## src/rtl/agro_sensor_monitor.sv

```systemverilog
// -----------------------------------------------------------------------------
// agro_sensor_monitor
//
// Purpose:
//   Watches NCH raw sensor lines. Each line goes through a 2-FF synchroniser
//   and a debouncer. The block counts how many filtered channels are active.
//   When that count reaches MIN_ACTIVE, a hold/acknowledge state machine raises
//   a latched alarm and bumps a saturating event counter.
//
// Optional build macro:
//   SENSOR_MASK_EN - adds mask_i. Masked channels are left out of the active
//                    count but still appear on filt_o.
//
// Ports:
//   clk          in   system clock
//   rst_n        in   asynchronous active-low reset
//   en           in   monitor enable; low forces the FSM to IDLE
//   sensor_i     in   [NCH] raw asynchronous sensor lines, active-high
//   clr_i        in   alarm acknowledge (pulse or level)
//   mask_i       in   [NCH] channel exclusion mask (SENSOR_MASK_EN only)
//   filt_o       out  [NCH] debounced sensor state
//   active_cnt_o out  [$clog2(NCH+1)] registered count of counted channels
//   alarm_o      out  alarm output
//   event_cnt_o  out  [8] saturating count of alarm entries
//
// FSM states:
//   state   | meaning
//   IDLE    | no alarm; waiting for en && hit
//   ALARM   | alarm raised; minimum hold time running, clr_i ignored
//   LATCH   | alarm held until clr_i, or re-armed by a new hit
// -----------------------------------------------------------------------------
module agro_sensor_monitor #(
    parameter int NCH        = 5,
    parameter int DEB        = 4,
    parameter int MIN_ACTIVE = 3,
    parameter int HOLD       = 16
) (
    input  logic                       clk,
    input  logic                       rst_n,
    input  logic                       en,
    input  logic [NCH-1:0]             sensor_i,
    input  logic                       clr_i,
`ifdef SENSOR_MASK_EN
    input  logic [NCH-1:0]             mask_i,
`endif
    output logic [NCH-1:0]             filt_o,
    output logic [$clog2(NCH+1)-1:0]   active_cnt_o,
    output logic                       alarm_o,
    output logic [7:0]                 event_cnt_o
);

    localparam int              CW     = $clog2(NCH + 1);
    localparam logic [7:0]      DEB_C  = 8'(DEB);
    localparam logic [CW-1:0]   MIN_C  = CW'(MIN_ACTIVE);
    localparam logic [15:0]     HOLD_C = 16'(HOLD - 1);

    typedef enum logic [1:0] {
        S_IDLE  = 2'd0,
        S_ALARM = 2'd1,
        S_LATCH = 2'd2
    } state_t;

    logic [NCH-1:0] sync1_q;
    logic [NCH-1:0] sync2_q;
    logic [NCH-1:0] filt;
    logic [NCH-1:0] counted;
    logic [CW-1:0]  active_d;
    logic [CW-1:0]  active_q;
    logic           hit;
    state_t         state_q;
    logic           alarm_q;
    logic [15:0]    hold_q;
    logic [7:0]     event_q;
    logic [7:0]     event_inc;

    // Two-stage synchroniser for the asynchronous sensor lines.
    always_ff @(posedge clk or negedge rst_n) begin
        if (!rst_n) begin
            sync1_q <= '0;
            sync2_q <= '0;
        end else begin
            sync1_q <= sensor_i;
            sync2_q <= sync1_q;
        end
    end

    // Per-channel debouncer. The counter counts cycles of disagreement. The
    // filtered bit flips on the cycle the count would reach DEB, so a
    // disagreement must last DEB consecutive cycles.
    for (genvar g = 0; g < NCH; g++) begin : g_deb
        logic [7:0] cnt_q;
        logic [7:0] cnt_inc;
        logic       filt_q;

        assign cnt_inc = cnt_q + 8'd1;
        assign filt[g] = filt_q;

        always_ff @(posedge clk or negedge rst_n) begin
            if (!rst_n) begin
                cnt_q  <= '0;
                filt_q <= 1'b0;
            end else if (sync2_q[g] == filt_q) begin
                cnt_q <= '0;
            end else if (cnt_inc == DEB_C) begin
                cnt_q  <= '0;
                filt_q <= ~filt_q;
            end else begin
                cnt_q <= cnt_inc;
            end
        end
    end

`ifdef SENSOR_MASK_EN
    assign counted = filt & ~mask_i;
`else
    assign counted = filt;
`endif

    always_comb begin
        active_d = '0;
        for (int i = 0; i < NCH; i++) begin
            active_d = active_d + CW'(counted[i]);
        end
    end

    always_ff @(posedge clk or negedge rst_n) begin
        if (!rst_n) begin
            active_q <= '0;
        end else begin
            active_q <= active_d;
        end
    end

    assign hit       = (active_q >= MIN_C);
    assign event_inc = (event_q == 8'hFF) ? event_q : event_q + 8'd1;

    // Alarm FSM. alarm_q is registered alongside the state so alarm_o is
    // glitch-free and equals (state is ALARM or LATCH).
    always_ff @(posedge clk or negedge rst_n) begin
        if (!rst_n) begin
            state_q <= S_IDLE;
            alarm_q <= 1'b0;
            hold_q  <= '0;
            event_q <= '0;
        end else if (!en) begin
            state_q <= S_IDLE;
            alarm_q <= 1'b0;
            hold_q  <= '0;
        end else begin
            case (state_q)
                S_IDLE: begin
                    if (hit) begin
                        state_q <= S_ALARM;
                        alarm_q <= 1'b1;
                        hold_q  <= HOLD_C;
                        event_q <= event_inc;
                    end
                end
                S_ALARM: begin
                    alarm_q <= 1'b1;
                    if (hold_q != 16'd0) begin
                        hold_q <= hold_q - 16'd1;
                    end else if (!hit) begin
                        state_q <= S_LATCH;
                    end
                end
                S_LATCH: begin
                    // A fresh hit re-arms the alarm even if acknowledged now.
                    if (hit) begin
                        state_q <= S_ALARM;
                        alarm_q <= 1'b1;
                        hold_q  <= HOLD_C;
                        event_q <= event_inc;
                    end else if (clr_i) begin
                        state_q <= S_IDLE;
                        alarm_q <= 1'b0;
                    end
                end
                default: begin
                    state_q <= S_IDLE;
                    alarm_q <= 1'b0;
                    hold_q  <= '0;
                end
            endcase
        end
    end

    assign filt_o       = filt;
    assign active_cnt_o = active_q;
    assign alarm_o      = alarm_q;
    assign event_cnt_o  = event_q;

endmodule

```

## config.mk

```make
export PLATFORM = sky130hd
export DESIGN_NAME = agro_sensor_monitor
export DESIGN_NICKNAME = d
export VERILOG_FILES = /design/src/rtl/agro_sensor_monitor.sv
export SDC_FILE = /design/constraint.sdc
export NUM_CORES = 1
export LEC_CHECK = 0
export CAP_MARGIN = 20
export CORE_ASPECT_RATIO = 1.4
export CORE_MARGIN = 2
export CORE_UTILIZATION = 25
export DETAILED_ROUTE_END_ITERATION = 8
export GPL_ROUTABILITY_DRIVEN = 0
export PLACE_DENSITY = 0.51
export REMOVE_ABC_BUFFERS = 1
export SKIP_CTS_REPAIR_TIMING = 1
export SLEW_MARGIN = 15
export SYNTH_ARGS = -nofsm -noshare
export SYNTH_HDL_FRONTEND = slang
export SYNTH_SLANG_ARGS = --single-unit
```

## constraint.sdc

```tcl
create_clock -name clk -period 2.7 [get_ports clk]
set_clock_uncertainty 0.1 [all_clocks]
set_input_delay 0.54 -clock clk [delete_from_list [all_inputs] [get_ports clk]]
set_output_delay 0.54 -clock clk [all_outputs]
set_load 0.02 [all_outputs]
```

After elaboration in Yosys (flattened, before gate mapping)
Index checks and enable logic that the tools add are counted.
{ "word_totals": {"regBits": 85, "in_bits": 9, "out_inout_bits": 17, "word_cells": 97} }
{ "classes": {"addsub": 11, "n_lt_le_gt_ge": 1, "eq_ne": 19, "n_mux": 26, "n_bitwise": 11, "n_reduce_logical": 12} }
{ "ops": {"columns": ["cell", "n"], "rows": [
  ["$mux 8", 10],
  ["$add 8x1->8 const B", 6],
  ["$mux 16", 3],
  ["$eq 8x3->1 const B", 5],
  ["$pmux 16 s2", 1],
  ["$reduce_bool 16->1", 1],
  ["$sub 16x1->16 const B", 1],
  ["$reduce_and 2->1", 7],
  ["$mux 2", 6],
  ["$ne 3x3->1 const B", 4],
  ["$not 1->1", 11],
  ["$eq 8x8->1 const B", 1],
  ["$reduce_and 4->1", 2],
  ["$add 3x1->3", 2],
  ["$pmux 2 s3", 1],
  ["$eq 1x1->1", 5],
  ["$mux 1", 4],
  ["$ne 4x4->1 const B", 1],
  ["$add 2x1->3", 1],
  ["$ge 3x2->1 const B", 1],
  ["$ne 3x2->1 const B", 1],
  ["$pmux 1 s3", 1],
  ["$add 1x1->2", 1],
  ["$eq 2x1->1 const B", 1],
  ["other kinds (3)", 3]
]} }

Longest topological paths before layout
{ "logic_depth": {"ltp_word": 5, "depth_mapped": 7, "depth_no_buf": 7} }

Worst setup path after synthesis
No wires, ideal clock.
{ "synth_path": {"path_type": "flip-flop to flip-flop", "from": "register g_deb[2].cnt_q[0]", "to": "register g_deb[2].filt_q", "setup_ns": 0.128, "arrival_time_ns": 1.668, "t_required_ns": 2.472, "path_slack_ns": 0.805, "stages_incl_launch_ff": 5, "n_path_buf": 0, "synth_period_minus_slack_ns": 1.895, "path_cell_list": "dfrtp_1 > ha_1 > or4b_2 > a21oi_2 > mux2_1"} }
{ "synth_via": {"elab_chain_cells": 3} }
{ "synth_lines": {"columns": ["element", "line", "text"], "rows": [
  ["start, declared", "91", "logic [7:0] cnt_q;"],
  ["start signal, assigned", "108", "cnt_q <= cnt_inc;"],
  ["$add 8x1->8", "95", "assign cnt_inc = cnt_q + 8'd1;"],
  ["$eq 8x3->1", "104", "end else if (cnt_inc == DEB_C) begin"],
  ["$reduce_and 2->1 (no source line)", null, null],
  ["end signal, assigned", "106", "filt_q <= ~filt_q;"],
  ["end, declared", "93", "logic filt_q;"]
]} }
No other way between the ends.
A chain may end at the register's enable or synchronous reset.

Worst setup path in the final report
{ "layout_path": {"from": "register hold_q[0]", "to": "register hold_q[14]"} }
{ "layout_via": {"elab_chain_cells": 4} }
{ "layout_lines": {"columns": ["element", "line", "text"], "rows": [
  ["start, declared", "72", "logic [15:0] hold_q;"],
  ["start signal, assigned", "162", "hold_q <= hold_q - 16'd1;"],
  ["$sub 16x1->16", "162", null],
  ["$mux 16", "161", "if (hold_q != 16'd0) begin"],
  ["$pmux 16 s2", "150", "case (state_q)"],
  ["$mux 16", "145", "end else if (!en) begin"]
]} }
Parallel ways exist; a longest one is shown, timed or not. The select of a mux whose other input is x is not followed.

==> impl_metrics.py <==
metrics = {
    "synth": {
        "synthCells": 369,
        "synth_edf_count": 0,
        "ys_types": 51,
        "async_flop_share_pct": 100,
        "syn_area_per_cell_sq_um": 10.9,
        "synth.largest_area_cell": "dfrtp_1",
        "ys_ff_latch": 85,
        "seq_area_frac_synth_pct": 52.9,
        "syn_area_sq_um": 4020,
        "synth_top_area_share_pct": 52.9,
        "ys.flop_type": "dfrtp_1",
        "ys.warnings.count": 0,
        "synth.area.top_cells": "dfrtp_1, xor2_1, xnor2_1",
    },
    "floorplanning": {
        "num_io_pins": 26,
        "dieArea_sq_um": 17100,
        "initial_core_util_pct": 25.7,
        "coreArea_sq_um": 15700,
        "die_x_um": 111,
        "rows": 54,
        "fp.dieH_um": 154,
    },
    "routing": {
        "drc": 0,
        "totalWireLength_mm": 7.76,
        "viasPerCell": 4.53,
        "ant_nets": 0,
        "first_pass_iters": 4,
        "drt_iter0_drc": 100,
        "vias": 2729,
        "wire_per_inst_um": 12.9,
    },
    "clock_network": {
        "clkTransAtPathRegs_ns": 0.07,
        "htree_levels": 3,
        "tritoncts": "yes",
        "cts_sinks": 85,
        "cts-buffers-inserted": 9,
        "root_buffer": "clkbuf_16",
        "cts.path.max_buffers": 2,
        "clk_latency_ns": 0.35,
    },
    "power": {
        "vdd_drop_max_v": 0.000350,
        "p_switching_w": 0.00163,
        "p_comb_share_pct": 31.8,
        "p_seq_share_pct": 39.1,
        "p_int_w": 0.00298,
        "clockPowerShare_pct": 29.1,
        "leakage_nw": 2.11,
        "powerDensity_nw_per_um2": 956,
        "finalPower_w": 0.00461,
        "switching_share_pct": 35.3,
    },
    "global_route": {
        "grt_pass1_wl_mm": 13.7,
        "grt_usage_pct": 9.97,
        "grt_pass1_vias": 2830,
        "grt_max_degree": 40,
        "grt_antenna_before_repair": 0,
        "grt-ovfl-total": 0,
    },
    "layout": {
        "layout_commonest_cell": "dfrtp_1",
        "multi_input_area_sq_um": 1810,
        "drive_gt1_share_pct": 10.3,
        "n_antenna_cell": 0,
        "seqCellArea_sq_um": 2130,
        "final_cell_mix": "dfrtp_1, nor2_1, xor2_1",
        "stdcell_count": 603,
        "fin_util_pct": 30.8,
        "syn_to_final_growth_pct": 20.0,
        "n_fill_cell": 1628,
        "nNetsFinal": 422,
    },
    "setup_path": {
        "path_cells": "inv_1 > ha_1 > nor2b_1 > nand4_1 > o211ai_1 > xor2_1 > nor2_1",
        "critPathKind": "register to register",
        "cp.arrival_ns": 2.30,
        "slowest_delay_ns": 0.40,
        "crit_start": "hold_q[0]",
        "reg2reg_from": "hold_q[0]",
        "cp_slowest_cell": "dfrtp_1",
        "crit_path_max_fanout": 6,
        "endpoint_kind": "register",
        "critPathRequiredTime_ns": 2.83,
        "cp-start-kind": "register",
    },
    "sta": {
        "fin_crit_ns": 2.17,
        "fin_setup_tns_ns": 0,
        "slew_headroom_pct": 54.4,
        "min_period_over_period_pct": 80.3,
        "finalMaxSlewViolations": 0,
        "setup-violations-final": 0,
        "fmax_mhz": 461,
        "finalHoldViolations": 0,
        "fin_hold_ws_ns": 0.0527,
        "rsz0062_at_grt": "no",
        "worst_pin_slew_ns": 0.680,
    },
    "min_path": {
        "hp-class": "input pin to async pin",
    },
    "placed_design": {
        "dp_hpwl_mm": 5.56,
        "io_buffers": 25,
        "dp.cells": 587,
    },
    "status": {
        "status": "finished, final reports clean",
    },
    "flow_run": {
        "drv_cap": 0,
    },
}
## registers in the layout, summed over array words and instances (netlist names), 2 cells and up
signal / cells
g_deb.filt_q: 5
sync2_q: 5
active_cnt_o: 3
hold_q: 16
sync1_q: 5
g_deb.cnt_q: 40
event_cnt_o: 8
state_q: 2
## per-layer routing
metal	vias up	routed length (um)	share of wire, %	track usage, %
met2	34	4010	52	17.2
met5	-	0	0	0
met4	0	220	2.8	5.82
met3	12	187	2.4	1.85
met1	1343	3340	43	11.6
li1	1340	-	-	-
## critical path, delay by kind of cell (launching register included)
kind / cells / cell delay [ns]
flip-flops: 1 / 0.40
XOR/XNOR: 1 / 0.17
AND/OR/NAND/NOR: 3 / 0.76
AO/OA/AOI/OAI: 1 / 0.33
adder cells (fa/ha/maj): 1 / 0.22
buffers and inverters: 1 / 0.07
## power by group through the flow
stage               sequential [W]  clock [W]  combinational [W]
CTS                        0.00181    0.00139            0.00149
global route               0.00186    0.00144            0.00166
floorplan                  0.00188          0           0.000853
global placement           0.00182          0            0.00147
detailed placement         0.00183          0            0.00147
finish                     0.00180    0.00134            0.00147
## synth_stat cells (3+ instances only)
master	number
or2_2	4
mux2_1	3
buf_4	5
nand2_1	20
xor2_1	33
xnor2_1	22
inv_1	5
mux2_2	3
ha_1	9
nand4_1	9
a21oi_1	4
nand3_1	24
a21oi_2	3
o21ai_0	8
nor2_1	49
clkbuf_1	3
nor2b_1	10
dfrtp_1	85
nor3_1	16
and3_1	13
## cell families (layout without fill, tap and decap cells)
kind of cell             count (synthesis)  in the layout  synth area share, %
AND/OR/NAND/NOR                        165            165                 21.7
flip-flops                              85             85                 52.9
XOR/XNOR                                55             55                 12.0
AO/OA/AOI/OAI                           31             31                 5.63
buffers and inverters                   15             53                 2.08
adder cells (fa/ha/maj)                 11             11                 3.79
multiplexers                             7              7                 1.93
## through the flow
| step | setup WS (ns) | cell area (sq um) |
|---|---|---|
| floorplan | 0.637 | 3960 |
| global placement | 0.419 | 4500 |
| detailed placement | 0.412 | 4500 |
| CTS | 0.580 | 4830 |
| global route | 0.394 | 4830 |
| finish | 0.533 | 4830 |
## final cells by class
type,instances,area share (%)
clock buffers,10,4.74
multi-input cells,269,37.5
repair buffers,32,6.22
inverters,5,0.389
well taps,196,5.08
clock inverters,6,1.97
flip-flops and latches,85,44.1
## worst paths after layout
kind	endpoint	slack [ns]	cells past startpoint
min reg2reg	sync2_q[0]	0.25	0
min	hold_q[2]	0.05	1
max reg2reg	hold_q[14]	0.53	7
min in group clk	sync2_q[0]	0.25	0
max in group asynchronous	hold_q[5]	1.81	2
max	hold_q[14]	0.53	7
Note: power is estimated with default switching activity, not from simulation.
==> RTL edit 1 (config.mk and constraints unchanged) <==
Make the reset (`rst_n`) synchronous in 4 clocked blocks. Comments in the files are not updated.
--- a/src/rtl/agro_sensor_monitor.sv
+++ b/src/rtl/agro_sensor_monitor.sv
@@ -74,7 +74,7 @@
     logic [7:0]     event_inc;
 
     // Two-stage synchroniser for the asynchronous sensor lines.
-    always_ff @(posedge clk or negedge rst_n) begin
+    always_ff @(posedge clk) begin
         if (!rst_n) begin
             sync1_q <= '0;
             sync2_q <= '0;
@@ -95,7 +95,7 @@
         assign cnt_inc = cnt_q + 8'd1;
         assign filt[g] = filt_q;
 
-        always_ff @(posedge clk or negedge rst_n) begin
+        always_ff @(posedge clk) begin
             if (!rst_n) begin
                 cnt_q  <= '0;
                 filt_q <= 1'b0;
@@ -123,7 +123,7 @@
         end
     end
 
-    always_ff @(posedge clk or negedge rst_n) begin
+    always_ff @(posedge clk) begin
         if (!rst_n) begin
             active_q <= '0;
         end else begin
@@ -136,7 +136,7 @@
 
     // Alarm FSM. alarm_q is registered alongside the state so alarm_o is
     // glitch-free and equals (state is ALARM or LATCH).
-    always_ff @(posedge clk or negedge rst_n) begin
+    always_ff @(posedge clk) begin
         if (!rst_n) begin
             state_q <= S_IDLE;
             alarm_q <= 1'b0;
Formal check against the unedited RTL: differs if rst_n is asserted again (counterexample within 10 cycles, from zero or initial values and one cycle with rst_n low); with rst_n held inactive, the same outputs for 10 cycles.
==> RTL edit 1 against the original RTL <==
  * Maximum frequency shrank 5.8%
  * Wire length shrank 7.1%
  * Count of clock-buffer cells in the layout is the same
  * Sequential cell count is the same
  * Design area shrank 5.0%
  * Cell count grew 6.8%
  * Synthesized area shrank 5.2%
  * Die area shrank 5.0%
  * Sequential share of layout area shrank 6.9 points
  * Setup slack lost 0.13 ns
Power is not compared: it rests on default switching activity, and its combinational part moved more than twofold at a synthesized area within 25%.
==> RTL edit 1: results (changes against the original RTL) <==
AREA_SHARE_NONCLK_BUFFERS_PCT=6.44  # +0.22 points
AREA_TAKEN_BY_MULTI_INPUT_LOGIC_GATES_UM2=1990  # +9.8%
SYNTH_TOP_FLOP_CELL='dfxtp_1'
USE_MET2_PCT=15.6  # -1.6 points
LAYOUT.NON_CLOCK_INVERTERS=11  # +6
ASYNCSETRESETFLOPFRACSYNTH_PCT=0  # -100 points
GRT_MAX_DEGREE=16  # -60%
SYNTH_TOP_CELLS_BY_AREA='dfxtp_1 45%, xor2_1 8.0%, nor2_1 6.5%'
NETS=469  # +11%
NMULTIINPUTCOMBCELLS=309  # +15%
DP.FINAL_HPWL_UM=5330  # -4.2%
SYNTH.CELL_AREA_UM2=3810  # -5.2%
WORST_SKEW_PAIR.LATE_LATENCY_NS=0.33  # -0.02 ns
SYNTH.TOP_CELLS.BY_COUNT='85 x dfxtp_1, 66 x nor2_1, 35 x xor2_1'
TRACK_USAGE_PCT=9.45  # -0.53 points
SYNTHTOLAYOUTAREAGROWTH_PCT=20.2
HOLD_CLASS='reg -> reg'
RUN_STATUS='complete, no violations'
SYNTH_XOR_XNOR_AREA_SHARE_PCT=11.5  # -0.49 points
CLOCKNETWORKAREASHARE_PCT=6.91  # +0.19 points
DRT_FIRST_ITER_VIOLATIONS=115  # +15%
PER_CELL_ROUTED_WIRE_LENGTH_UM=11.2  # -13%
LAYOUT.AREA.SEQ_UM2=1700  # -20%
TIMING.RR.START='hold_q[0]'
MET1WIRELENGTH_UM=3380  # +1.2%
FINAL_LAYOUT_SIZE_SUFFIX_GT1_SHARE_PCT=7.74  # -2.6 points
WORST-ENDPOINT-ARRIVAL_NS=2.42  # +0.12 ns
NON_CTS_BUFFERS=31  # -3.1%
SYNTHADDERAREAFRAC_PCT=4.66  # +0.86 points
YOSYS-MUX-AREA-FRACTION_PCT=1.57  # -0.35 points
LAYOUT.FILLER_CELLS=1617  # -0.68%
POST_SYNTH_NUM_CELL_TYPES=50  # -2.0%
## RTL edit 1: final timing paths
path	end	slack, ns
setup / recovery	hold_q[2]	0.40
hold / removal	sync2_q[0]	0.33
setup reg to reg	hold_q[2]	0.40
hold reg to reg	sync2_q[0]	0.33
## RTL edit 1: critical path, cell delays in order, from the launching register on
cell and delay (ns):
dfxtp_1 0.32, inv_1 0.11, ha_1 0.22, nor4b_1 0.52, nand4bb_4 0.30, or2_1 0.35, a31oi_1 0.19, a211oi_1 0.06
## RTL edit 1: through the flow
step                      total power (W)  std cells  setup slack (ns)  util (%)
after CTS                         0.00266        644             0.362      30.6
after floorplan                   0.00132        405             0.632         -
final                             0.00261        644             0.400      30.6
after global routing              0.00271        644             0.204      30.6
after detailed placement          0.00135        628             0.386      28.5
after global placement            0.00134        628             0.386      28.5
==> RTL edit 2 (same settings) <==
Made on the original files. `NCH`: 5 -> 6.
--- a/src/rtl/agro_sensor_monitor.sv
+++ b/src/rtl/agro_sensor_monitor.sv
@@ -30,7 +30,7 @@
 //   LATCH   | alarm held until clr_i, or re-armed by a new hit
 // -----------------------------------------------------------------------------
 module agro_sensor_monitor #(
-    parameter int NCH        = 5,
+    parameter int NCH        = 6,
     parameter int DEB        = 4,
     parameter int MIN_ACTIVE = 3,
     parameter int HOLD       = 16
Interface: changed (resized filt_o and sensor_i); port bits go from 26 to 28. The function was not compared with the original's and may differ.
==> RTL edit 2 against the original RTL <==
  * Setup slack got worse by 0.23 ns
  * Largest cell class unchanged
  * Synthesized cell count increased by 16%
  * Design area increased by 12%
  * Wire length increased by 14%
  * Synthesized area increased by 14%
  * Sequential cell count increased by 11
  * Critical path type unchanged
  * Power increased by 12%
==> RTL edit 2: results (changes against the original RTL) <==
WORST-ENDPOINT-ARRIVAL_NS=2.53  # +0.23 ns
FINAL_LAYOUT_SIZE_SUFFIX_GT1_SHARE_PCT=6.93  # -3.4 points
POST_SYNTH_NUM_CELL_TYPES=55  # +7.8%
ROUTED_WIRELENGTH_UM=8860  # +14%
WORST_SLEW_PIN_SLEW_NS=0.670  # -0.00972 ns
FIRST_GLOBAL_VIAS=3211  # +13%
WORST_IR_DROP_VDD_V=0.000327  # -6.5%
WIRE_LENGTH_OF_THE_FIRST_GLOBAL_ROUTING_PASS_UM=15500  # +13%
DRT_FIRST_ITER_VIOLATIONS=181  # +81%
MAX_FFS_PER_REGISTER=48  # +20%
NUMPORTBUFFERS=27  # +8.0%
TRACK_USAGE_PCT=9.92  # -0.056 points
CRIT_FANOUT=4  # -2
SYNTH.TOP_CELLS.BY_COUNT='96 x dfrtp_1, 46 x nor2_1, 33 x xor2_1'
GRT_MAX_DEGREE=38  # -5.0%
NETS=481  # +14%
SYNTH-SEQ-AREA-SHARE_PCT=52.6  # -0.27 points
WORST_PATH_LARGEST_CELL_DELAY_NS=0.55  # +0.15 ns
ROUTE.DETAILED.VIAS_PER_INST=4.50  # -0.57%
SYN_INST_COUNT=429  # +16%
CP_SLOWEST_CELL='fa_1'
FINAL_CELL_COUNT_NO_FILL=702  # +16%
POST-PLACE-CELLS=687  # +17%
RUN_STATUS='complete, no violations'
TOTAL_LEAKAGE_POWER_nW=2.32  # +10%
HOLD_CLASS='in -> async'
DP.FINAL_HPWL_UM=6350  # +14%
DRT-PASS1-ITER-COUNT=5  # +1
SYNTH_TOP_CELLS_BY_AREA='dfrtp_1 53%, xor2_1 6.3%, nor2_1 3.8%'
REGMOSTFLOPS='g_deb.cnt_q'
REG2REG_SETUP_SLACK_NS=0.31  # -0.23 ns
TIMING.CRITICAL_PATH.MAX_DELAY_FAMILY='adder cells'
WORST_SKEW_PAIR.LATE_LATENCY_NS=0.34
==> RTL edit 2: cell count changes after synthesis, sizes merged, moves of 6 or more <==
cell / before / now
nand2: 20 / 26
dfrtp: 85 / 96
inv: 5 / 14
nand3: 24 / 14
a21oi: 7 / 19
==> RTL edit 2: worst reg2reg max path: stages, from the launching register on <==
cell	delay, ns
dfrtp_1	0.44
fa_1	0.55
inv_1	0.05
fa_1	0.42
inv_1	0.06
ha_1	0.13
inv_1	0.04
fa_1	0.47
inv_1	0.04
==> RTL edit 2: cells by family (layout without fill, tap and decap cells) <==
family                   count (synthesis)  in the layout  share of synthesized area [%]
AND/OR/NAND/NOR                        181            181                           21.3
flip-flops                              96             96                           52.6
AO/OA/AOI/OAI                           53             53                           7.81
XOR/XNOR                                51             51                           9.78
buffers and inverters                   28             61                           2.82
adder cells (fa/ha/maj)                 13             13                           4.05
multiplexers                             7              7                           1.67
==> RTL edit 2: final cells by class <==
type | count | area (µm²)
flip-flops and latches | 96 | 2400
clock inverters | 3 | 42.5
repair buffers | 32 | 318
inverters | 14 | 52.6
clock buffers | 12 | 246
well taps | 240 | 300
multi-input cells | 305 | 2040
fillers | 1846 | 12500
==> RTL edit 2: path summary, 6_finish.rpt <==
check	cells past startpoint	start	endpoint
min in group clk	0	sync1_q[4]	sync2_q[4]
setup reg to reg	8	g_deb[0].filt_q	active_cnt_o[1]
setup / recovery	8	g_deb[0].filt_q	active_cnt_o[1]
max in group asynchronous	2	rst_n	g_deb[0].cnt_q[5]
hold / removal	1	rst_n	hold_q[5]
hold reg to reg	0	sync1_q[4]	sync2_q[4]
==> RTL edit 2: routing by layer <==
metal,routed length (µm),part of all wire (%),global-route usage (%)
met2,4360,49,16.5
met5,0,0,0
met1,3950,45,11.8
met3,301,3.4,2.43
met4,247,2.8,5.42
==> RTL edit 2: where the power goes <==
group          switching (W)  internal (W)  total (W)
registers           0.000367       0.00174    0.00211
logic                0.00102      0.000797    0.00182
clock network       0.000530      0.000737    0.00127
total                0.00191       0.00327    0.00519
==> RTL edit 2: metrics by stage <==
stage | total power [W] | util (%) | setup slack, ns | instance area (µm²) | hold WS [ns]
global route | 0.00561 | 30.1 | 0.177 | 5400 | 0.0913
floorplan | 0.00331 | - | 0.277 | 4490 | 0.144
CTS | 0.00528 | 30.1 | 0.285 | 5400 | 0.0752
global placement | 0.00394 | 28.5 | 0.234 | 5110 | 0.233
finish | 0.00519 | 30.1 | 0.306 | 5400 | 0.0636
detailed placement | 0.00397 | 28.5 | 0.202 | 5110 | 0.235
